===== src/rtl/adc_spi_responder.sv =====
// SPI responder emulating an 8-channel 12-bit serial ADC on the clk_50 domain.
// Answers 16-clock frames: captures a 3-bit address on DIN, returns the previously addressed channel on DOUT.
module adc_spi_responder #(
  parameter int CLK_DIV_MIN = 4
) (
  input  logic        clk_50,
  input  logic        reset,
  input  logic        spi_clk,
  input  logic        spi_cs_n,
  input  logic        spi_din,
  output logic        spi_dout,
  output logic        spi_dout_oe,
  input  logic        wr_en,
  input  logic [2:0]  wr_chan,
  input  logic [11:0] wr_data,
  output logic        frame_done,
  output logic        frame_abort,
  output logic [2:0]  cur_chan,
  output logic [15:0] frame_count
);

  typedef enum logic {IDLE, ACTIVE} state_t;

  state_t      state;
  logic [2:0]  clk_sync;
  logic [2:0]  cs_sync;
  logic [1:0]  din_sync;
  logic [15:0] shreg;
  logic [3:0]  bit_cnt;
  logic [2:0]  next_addr;
  logic [11:0] regfile [8];
  logic [7:0]  sclk_gap;

  logic cs_fall, cs_rise, sclk_rise, sclk_fall;

  // Synchronizers reset to the bus idle levels so no edge is seen on release.
  always_ff @(posedge clk_50 or posedge reset) begin
    if (reset) begin
      clk_sync <= '1;
      cs_sync  <= '1;
      din_sync <= '0;
    end else begin
      // NOTE: sequential state uses non-blocking assignments so every flop samples pre-edge values.
      clk_sync <= {clk_sync[1:0], spi_clk};
      cs_sync  <= {cs_sync[1:0], spi_cs_n};
      din_sync <= {din_sync[0], spi_din};
    end
  end

  assign cs_fall   =  cs_sync[2] & ~cs_sync[1];
  assign cs_rise   = ~cs_sync[2] &  cs_sync[1];
  assign sclk_rise = ~cs_sync[1] &  clk_sync[1] & ~clk_sync[2];
  assign sclk_fall = ~cs_sync[1] & ~clk_sync[1] &  clk_sync[2];

  // NOTE: the register file is only 8 entries and must read as zero after reset, so it lives in resettable flops.
  always_ff @(posedge clk_50 or posedge reset) begin
    if (reset) begin
      for (int i = 0; i < 8; i++) regfile[i] <= '0;
    end else if (wr_en) begin
      regfile[wr_chan] <= wr_data;
    end
  end

  always_ff @(posedge clk_50 or posedge reset) begin
    if (reset) begin
      state       <= IDLE;
      shreg       <= '0;
      bit_cnt     <= '0;
      next_addr   <= '0;
      cur_chan    <= '0;
      frame_count <= '0;
      spi_dout    <= 1'b0;
      spi_dout_oe <= 1'b0;
      frame_done  <= 1'b0;
      frame_abort <= 1'b0;
    end else begin
      frame_done  <= 1'b0;
      frame_abort <= 1'b0;
      case (state)
        IDLE: begin
          if (cs_fall) begin
            state       <= ACTIVE;
            shreg       <= {4'b0, regfile[cur_chan]};
            bit_cnt     <= '0;
            spi_dout_oe <= 1'b1;
            spi_dout    <= 1'b0;
          end
        end
        ACTIVE: begin
          if (cs_rise) begin
            state       <= IDLE;
            spi_dout_oe <= 1'b0;
            spi_dout    <= 1'b0;
            if (bit_cnt != 4'd0) frame_abort <= 1'b1;
          end else if (sclk_rise) begin
            case (bit_cnt)
              4'd2:    next_addr[2] <= din_sync[1];
              4'd3:    next_addr[1] <= din_sync[1];
              4'd4:    next_addr[0] <= din_sync[1];
              default: ;
            endcase
            if (bit_cnt == 4'd15) begin
              // Address bits are only captured at counts 2..4, so next_addr is already final here.
              cur_chan    <= next_addr;
              frame_done  <= 1'b1;
              frame_count <= frame_count + 16'd1;
              shreg       <= {4'b0, regfile[next_addr]};
              spi_dout    <= 1'b0;
              bit_cnt     <= '0;
            end else begin
              bit_cnt <= bit_cnt + 4'd1;
            end
          end else if (sclk_fall && bit_cnt != 4'd0) begin
            shreg    <= {shreg[14:0], 1'b0};
            spi_dout <= shreg[14];
          end
        end
        default: state <= IDLE;
      endcase
    end
  end

  // Cycles since the last qualified SCLK edge (or CS fall), saturating; only feeds the timing check.
  always_ff @(posedge clk_50 or posedge reset) begin
    if (reset) begin
      sclk_gap <= '0;
    end else if (cs_fall || sclk_rise || sclk_fall) begin
      sclk_gap <= '0;
    end else if (sclk_gap != 8'hFF) begin
      sclk_gap <= sclk_gap + 8'd1;
    end
  end

  sclk_half_period_a: assert property (@(posedge clk_50) disable iff (reset)
    (state == ACTIVE && !cs_rise && (sclk_rise || sclk_fall)) |-> (int'(sclk_gap) >= CLK_DIV_MIN - 1));

endmodule


===== config.mk =====
export PLATFORM = sky130hd
export DESIGN_NAME = adc_spi_responder
export DESIGN_NICKNAME = d
export VERILOG_FILES = /design/src/rtl/adc_spi_responder.sv
export SDC_FILE = /design/constraint.sdc
export NUM_CORES = 1
export LEC_CHECK = 0
export CAP_MARGIN = 20
export CORE_UTILIZATION = 60
export DETAILED_ROUTE_END_ITERATION = 8
export PLACE_DENSITY = 0.84
export SKIP_CTS_REPAIR_TIMING = 1
export SLEW_MARGIN = 30
export SYNTH_ARGS = -nofsm -noshare
export SYNTH_HDL_FRONTEND = slang
export SYNTH_SLANG_ARGS = --single-unit

===== constraint.sdc =====
create_clock -name clk_50 -period 6.4 [get_ports clk_50]
set_input_delay 0.64 -clock clk_50 [delete_from_list [all_inputs] [get_ports clk_50]]
set_output_delay 0.64 -clock clk_50 [all_outputs]
set_load 0.01 [all_outputs]

# Word-level counts from Yosys, hierarchy flattened
# Index checks and enable logic that the tools add are counted.
# totals
ff_bits,150
in_bits,21
out_inout_bits,23
elab_cells,106
# classes
n_addsub,2
magnitude_cmp,4
eq_ne,12
muxes,39
bitwise,15
n_reduce_logical,11
# op_table
op,count
$bwmux W96,1
$mux W15,5
$bmux W12 S3,2
$mux W12,5
$demux W12 S3,1
$pmux W15 S2,1
$reduce_and A4 Y1,5
$add A16 B1 Y16 const B,1
$mux W1,16
$mux W4,4
$ge A4 B4 Y1 const B,3
$not A3 Y4,3
$eq A4 B2 Y1 const B,2
$pmux W4 S2,1
$and A1 B1 Y1,6
$not A1 Y1,6
$pmux W1 S2,3
$reduce_and A3 Y1,2
$add A4 B1 Y4 const B,1
$eq A4 B3 Y1 const B,1
$eq A4 B4 Y1 const B,1
$lt A4 B1 Y1 const B,1
$ne A2 B1 Y1 const B,2
$ne A2 B2 Y1 const B,2
7 further kinds,8

# Depth between registers and ports, before layout
# Gate-level depths: netlist (run 1).
# logic_depth
ltp_word,8
depth_mapped,8
mapped_depth_nobuf,7

# Least setup slack after synthesis (run 1)
# Ideal clock, no wire load.
# synth_timing
path_kind,input to register
startpoint,input port wr_chan[0]
endpoint,register regfile[60] in the netlist's numbering
setup_ps,125
arrival_ps,1716
t_required_ps,6275
slack_ps,4559
cell_stages,4
n_path_buf,1
path_cell_list,nand2b_1 nor3b_1 buf_2 mux2_2
# synth_via
elab_chain_cells,6
word_cells_on_any_way,7
classes_between,order compare: 2; mux: 3; bitwise: 1; reduce/logical: 1
# synth_rtl
item,line_no,source
from (decl),14,"input logic [2:0] wr_chan,"
$not A3 Y4 (not written as such) (*),60,regfile[wr_chan] <= wr_data;
$ge A4 B4 Y1 (not written as such) or $lt A4 B1 Y1 (tied branches),60,
$logic_and A1 B1 Y1 (not written as such),60,
$mux W12 (not written as such),60,
$demux W12 S3 (*),60,
$bwmux W96 (*),60,
"to (signal, indexed assignment)",60,
to (decl),31,logic [11:0] regfile [8];
# Mark *: on every way between the ends. The rest lies on a longest branch, timed or not.
# A chain may end at the register's enable or synchronous reset.

# Worst setup path in the final report (run 1)
# layout_timing
startpoint,register cur_chan[0]
endpoint,output port cur_chan[0]
# layout_rtl
item,line_no,source
from (decl),18,"output logic [2:0] cur_chan,"
from (signal assigned),104,cur_chan <= next_addr;
# No word-level cell between the ends.

==> results.sh, run 1 <==
export IMPL_outcome="complete, no violations"
export IMPL_gp_congestion=0.8294
export IMPL_root_buffer="clkbuf_16"
export IMPL_hold_class="register to register"
export IMPL_yosysUniqueCellTypes=51
export IMPL_end_kind="primary output"
export IMPL_r2r_cells=5
export IMPL_die_h_um=113.8
export IMPL_syn_inst=537
export IMPL_grt_pass1_vias=5078
export IMPL_maxSlewViolCount=0
export IMPL_setup_viol=0
export IMPL_min_period_ps=2637
export IMPL_p_comb_share_pct=15.2
export IMPL_yosysTopAreaCell="dfrtp_1"
export IMPL_clockBufferDepth=2
export IMPL_hold_start="clk_sync[0]"
export IMPL_wl_mm=16.29
export IMPL_syn_cell_area_um2=7495
export IMPL_synth_nets=562
export IMPL_critPathSlowestCell="dfrtp_1"
export IMPL_drive_above_1_share_pct=35.33
export IMPL_cp_max_fo=16
export IMPL_holdPathEnd="clk_sync[1]"
export IMPL_maxClockFrequency_mhz=379.2
export IMPL_start_util_pct=61.88
export IMPL_yosysTopAreaCellShare_pct=48.08
export IMPL_grt_pass1_wl_mm=26.74
export IMPL_clk_pin_slew_ps=60
export IMPL_async_flop_share_pct=100.0
export IMPL_core_um2=12110
export IMPL_postPlaceCellArea_um2=8004
export IMPL_grt_overflow=0
export IMPL_cts_tree="done"
export IMPL_synth_ff_type="dfrtp_1"
export IMPL_post_route_drc_count=0
export IMPL_synthTopCellsByArea="dfrtp_1 (48%), mux2_2 (16%), mux4_2 (12%)"
export IMPL_crit_chain="clkdlybuf4s50_1"
export IMPL_vias_per_cell=6.381
export IMPL_ir_drop_mv=0.3282
export IMPL_ys_ff_latch=150
export IMPL_swShare_pct=24.26
export IMPL_crit_buf_inv=1
export IMPL_critPathKind="register to primary output"
export IMPL_p_leak_nw=3.478
export IMPL_pwr_share_seq_pct=45.1
export IMPL_grt_max_degree=77
export IMPL_portBuffers=43
export IMPL_reg2reg_to="frame_count[10]"
export IMPL_avgRoutedWirePerCell_um=21.69
export IMPL_required_ps=5760
export IMPL_die_w_um=113.8
export IMPL_r2r_start="state"
export IMPL_synth_edf_count=0
export IMPL_antenna_left=0
export IMPL_worst_slew_pin_slew_ps=999.6
export IMPL_h_tree_depth=4
export IMPL_track_usage_pct=27.74
export IMPL_grt_setup_unrepaired="no"
export IMPL_die_area_um2=12940
export IMPL_p_int_mw=2.144
export IMPL_cts_buffers=17
export IMPL_rows=40
export IMPL_timing_final_crit_share_pct=41.20
export IMPL_drt_iter0_markers=500
export IMPL_cts_sinks=150
export IMPL_p_per_area_nw_per_um2=325.6
export IMPL_seq_area_frac_synth_pct=50.18
export IMPL_fin_worst_skew_ps=6.857
export IMPL_vias=4792
export IMPL_cp_arrival_ps=2000
export IMPL_rrSetupSlack_ps=3900
export IMPL_hpwlAfterDp_mm=9.927
export IMPL_timing_hold_ws_ps=356.3
export IMPL_first_pass_iters=5
export IMPL_power_switching_mw=0.6864
export IMPL_ys_warn_count=0
export IMPL_slowest_delay_ps=890
export IMPL_area_growth_pct=15.98
export IMPL_grt_antenna_before_repair=0
export IMPL_p_clk_share_pct=39.7
export IMPL_syn_area_per_cell_um2=13.96
export IMPL_pin_count=44
export IMPL_hold_depth=0
export IMPL_slew_headroom_pct=33.00
export IMPL_finalHoldViolations=0
export IMPL_drv_cap=0
export IMPL_fin_area_um2=8692
export IMPL_diodes=0
export IMPL_worstSetupStartpointType="register"
export IMPL_setup_tns_ps=0
export IMPL_clk_insertion_delay_late_ps=430
export IMPL_nNetsFinal=595
export IMPL_critical_path_top_delay_family="flip-flops"
==> routing by layer <==
metal | vias to the layer above | GRT usage (%) | wire (um)
met3 | 31 | 6.164 | 774
met5 | - | 0 | 0
met2 | 149 | 47.24 | 8526
met4 | 0 | 11.05 | 335
met1 | 2515 | 34.68 | 6649
li1 | 2097 | - | -
==> through the flow <==
step                instances  worst slack, ps  util (%)  power [mW]
floorplan                 537             1734         -       1.577
global placement          719             3474     65.93       1.672
detailed placement        719             3356     66.08       1.708
CTS                       751             3579     71.67       2.837
global route              751             3691     71.77       2.944
finish                    751             3763     71.77       2.830
==> cell usage in the layout, fill, tap and decap left out, types with 4 or more instances in the layout <==
cell type	synthesis	layout
a21oi_1	6	6
buf_4	5	5
bufinv_16	0	5
clkbuf_16	0	17
clkbuf_8	0	6
clkdlybuf4s50_1	0	43
dfrtp_1	144	144
dfstp_2	6	6
ha_1	4	4
inv_1	10	9
mux2_2	109	109
mux2i_1	24	24
mux4_2	39	39
nand2_1	21	21
nand2b_1	5	5
nand3_1	8	8
nand4_1	5	5
nor2_1	9	8
nor2b_1	7	7
nor4_1	5	5
o21ai_0	19	19
o21ai_1	10	10
o22a_1	9	9
xnor2_1	10	10
xor2_1	5	5
==> cell families after synthesis <==
logic type / synth area share (%)
XOR/XNOR: 1.753
flip-flops: 50.18
AND/OR/NAND/NOR: 7.079
multiplexers: 31.30
buffers and inverters: 3.439
AO/OA/AOI/OAI: 5.576
adder cells (fa/ha/maj): 0.6678
==> worst max-delay path by stage <==
stage | start | end | cells after the start
final | cur_chan[0] | cur_chan[0] | 1
after global routing | cur_chan[0] | cur_chan[0] | 1
after CTS | state | frame_count[10] | 5
after detailed placement | wr_chan[1] | regfile[10] | 3
after global placement | wr_chan[0] | regfile[38] | 4
after floorplan | reset | bit_cnt[0] | 1
==> cell type report <==
type	instances	area [um2]
Fill cell	785	3420
Timing Repair Buffer	49	479.2
Inverter	10	42.54
Clock buffer	24	511.7
Tap cell	168	210.2
Multi-Input combinational cell	342	3522
Clock inverter	8	165.2
Sequential cell	150	3761
==> power groups by stage <==
stage	Clock, mW	Combinational, mW	Sequential [mW]
floorplan	0	0.358	1.22
global placement	0	0.405	1.27
detailed placement	0	0.426	1.28
CTS	1.14	0.433	1.27
global route	1.18	0.469	1.30
finish	1.12	0.430	1.28
==> state kept, by name, summed over array words and instances, names as in the netlist <==
register,cells
frame_abort,1
state,1
bit_cnt,4
next_addr,3
shreg,15
din_sync,2
spi_dout_oe,1
frame_done,1
clk_sync,3
regfile,96
cur_chan,3
spi_dout,1
cs_sync,3
frame_count,16
==> synthesized netlist by cell type (3+ instances only) <==
library cell    n
a2111oi_0       3
a211oi_1        3
a21oi_1         6
a221oi_1        3
a31oi_1         3
and3_1          3
buf_1           3
buf_2          20
buf_4           5
buf_6           6
dfrtp_1       144
dfstp_2         6
ha_1            4
inv_1          10
mux2_2        109
mux2i_1        24
mux4_2         39
nand2_1        21
nand2b_1        5
nand3_1         8
nand4_1         5
nand4b_1        3
nor2_1          9
nor2b_1         7
nor3_1          4
nor3b_1         3
nor4_1          5
o21ai_0        19
o21ai_1        10
o22a_1          9
o22ai_1         3
xnor2_1        10
xor2_1          5
Note: power is estimated with default switching activity, not from simulation.
==> run 2, diff against run 1 <==
- CORE_UTILIZATION: 60 -> 54
- PLACE_DENSITY: 0.84 -> 0.8
- clock period: 6.4 -> 2.2 ns (I/O delays scaled with it)
==> run 2 against run 1 <==
Compared with the run above:
- flip-flop and latch count is the same
- critical path type is now register to register
- clock skew grew 2.1 ps
- clock power grew 150%
- core utilization shrank 6.4 points
==> results.sh, run 2 (synthesis results as in run 1) <==
export IMPL_die_area_um2=14350
export IMPL_timing_final_crit_share_pct=88.57
export IMPL_avgRoutedWirePerCell_um=20.68
export IMPL_cp_max_fo=30
export IMPL_core_um2=13400
export IMPL_drv_cap=0
export IMPL_first_pass_iters=4
export IMPL_largest_register="regfile"
export IMPL_p_leak_nw=3.500
export IMPL_grt_pass1_vias=5034
export IMPL_pin_count=44
export IMPL_largest_reg_flops=96
export IMPL_multiInputGateArea_um2=3498
export IMPL_fin_worst_skew_ps=8.955
export IMPL_fin_area_um2=8757
export IMPL_final_cell_mix="dfrtp_1 (144), mux2_2 (109), clkdlybuf4s50_1 (43)"
export IMPL_r2r_start="bit_cnt[0]"
export IMPL_hpwlAfterDp_mm=10.32
export IMPL_fillCellCount=949
export IMPL_worstSetupStartpointType="register"
export IMPL_grt_pass1_wl_mm=26.61
export IMPL_antenna_left=0
export IMPL_critPathKind="register to register"
export IMPL_seq_area_um2=3761
export IMPL_die_h_um=119.8
export IMPL_grt_setup_unrepaired="no"
export IMPL_outcome="complete, no violations"
export IMPL_start_util_pct=55.93
export IMPL_drt_iter0_markers=327
export IMPL_grt_antenna_before_repair=0
export IMPL_ir_drop_mv=0.9337
export IMPL_worst_slew_pin_slew_ps=657.2
export IMPL_required_ps=2510
export IMPL_maxSlewViolCount=0
export IMPL_grt_overflow=0
export IMPL_rows=42
export IMPL_maxClockFrequency_mhz=513.2
export IMPL_largest_registers="regfile x96, frame_count x16, shreg x15"
export IMPL_finalHoldViolations=0
export IMPL_p_per_area_nw_per_um2=884.4
export IMPL_grt_max_degree=75
export IMPL_rrSetupSlack_ps=250
export IMPL_track_usage_pct=24.79
export IMPL_cts_sinks=150
export IMPL_post_route_drc_count=0
export IMPL_h_tree_depth=4
export IMPL_root_buffer="clkbuf_16"
export IMPL_setup_viol=0
export IMPL_clk_pin_slew_ps=60
export IMPL_timing_hold_ws_ps=155.5
export IMPL_gp_congestion=0.7974
export IMPL_cts_tree="done"
export IMPL_hold_class="input pin to async pin"
export IMPL_drive_above_1_share_pct=36.89
export IMPL_vias_per_cell=6.201
export IMPL_setup_worst_path_start="bit_cnt[0]"
export IMPL_end_kind="register"
export IMPL_area_growth_pct=16.84
export IMPL_setup_tns_ps=0
export IMPL_wl_mm=16.03
export IMPL_clockBufferDepth=2
export IMPL_diodes=0
export IMPL_final_common_cell="dfrtp_1"
export IMPL_min_period_ps=1949
export IMPL_clk_insertion_delay_late_ps=430
export IMPL_die_w_um=119.8
export IMPL_portBuffers=43
export IMPL_vias=4806
export IMPL_postPlaceCellArea_um2=8189
export IMPL_cp_arrival_ps=2260
export IMPL_cts_buffers=17
export IMPL_nNetsFinal=611
export IMPL_slew_headroom_pct=56.14
## run 2: worst max-delay path, stage by stage, from the launching register on
cell and delay [ps]:
dfrtp_1 400, inv_1 90, ha_1 220, nor3b_2 170, nor4b_2 270, o21ba_2 220, buf_12 170, o21ai_0 100
o22a_1 170
## run 2: worst paths after layout
kind | depth (start not counted) | to
max reg2reg | 8 | shreg[7]
min in group clk_50 | 1 | cs_sync[0]
min reg2reg | 0 | din_sync[1]
max | 8 | shreg[7]
max in group asynchronous | 3 | regfile[23]
min | 2 | shreg[14]
## run 2: layout make-up
cell class | instances | share of cell area, %
Inverter | 10 | 0.4715
Timing Repair Buffer | 65 | 7.658
Clock buffer | 18 | 4.901
Sequential cell | 150 | 42.95
Clock inverter | 14 | 1.557
Multi-Input combinational cell | 342 | 39.95
Tap cell | 176 | 2.515
## run 2: per-stage QoR
step	util (%)	power (mW)	worst slack (ps)	cells
after detailed placement	61.11	4.990	242.1	743
after CTS	65.33	7.806	247.4	775
final	65.35	7.745	251.5	775
after global placement	61.11	4.887	301.9	743
after floorplan	-	4.589	95.93	537
after global routing	65.35	8.093	77.77	775
## run 2: routing by layer
layer | routed length [um] | global-route usage (%) | part of all wire (%) | vias to the layer above
met5 | 0 | 0 | 0 | -
met2 | 8093 | 40.61 | 51 | 132
met3 | 633 | 4.278 | 4.0 | 28
met4 | 463 | 12.58 | 2.9 | 0
li1 | - | - | - | 2134
met1 | 6834 | 31.91 | 43 | 2512
## run 2: report_power, final
part | internal [mW] | switching (mW) | leakage [nW]
combinational | 0.792 | 0.487 | 1.38
sequential | 3.28 | 0.400 | 1.84
clock | 1.65 | 1.14 | 0.279
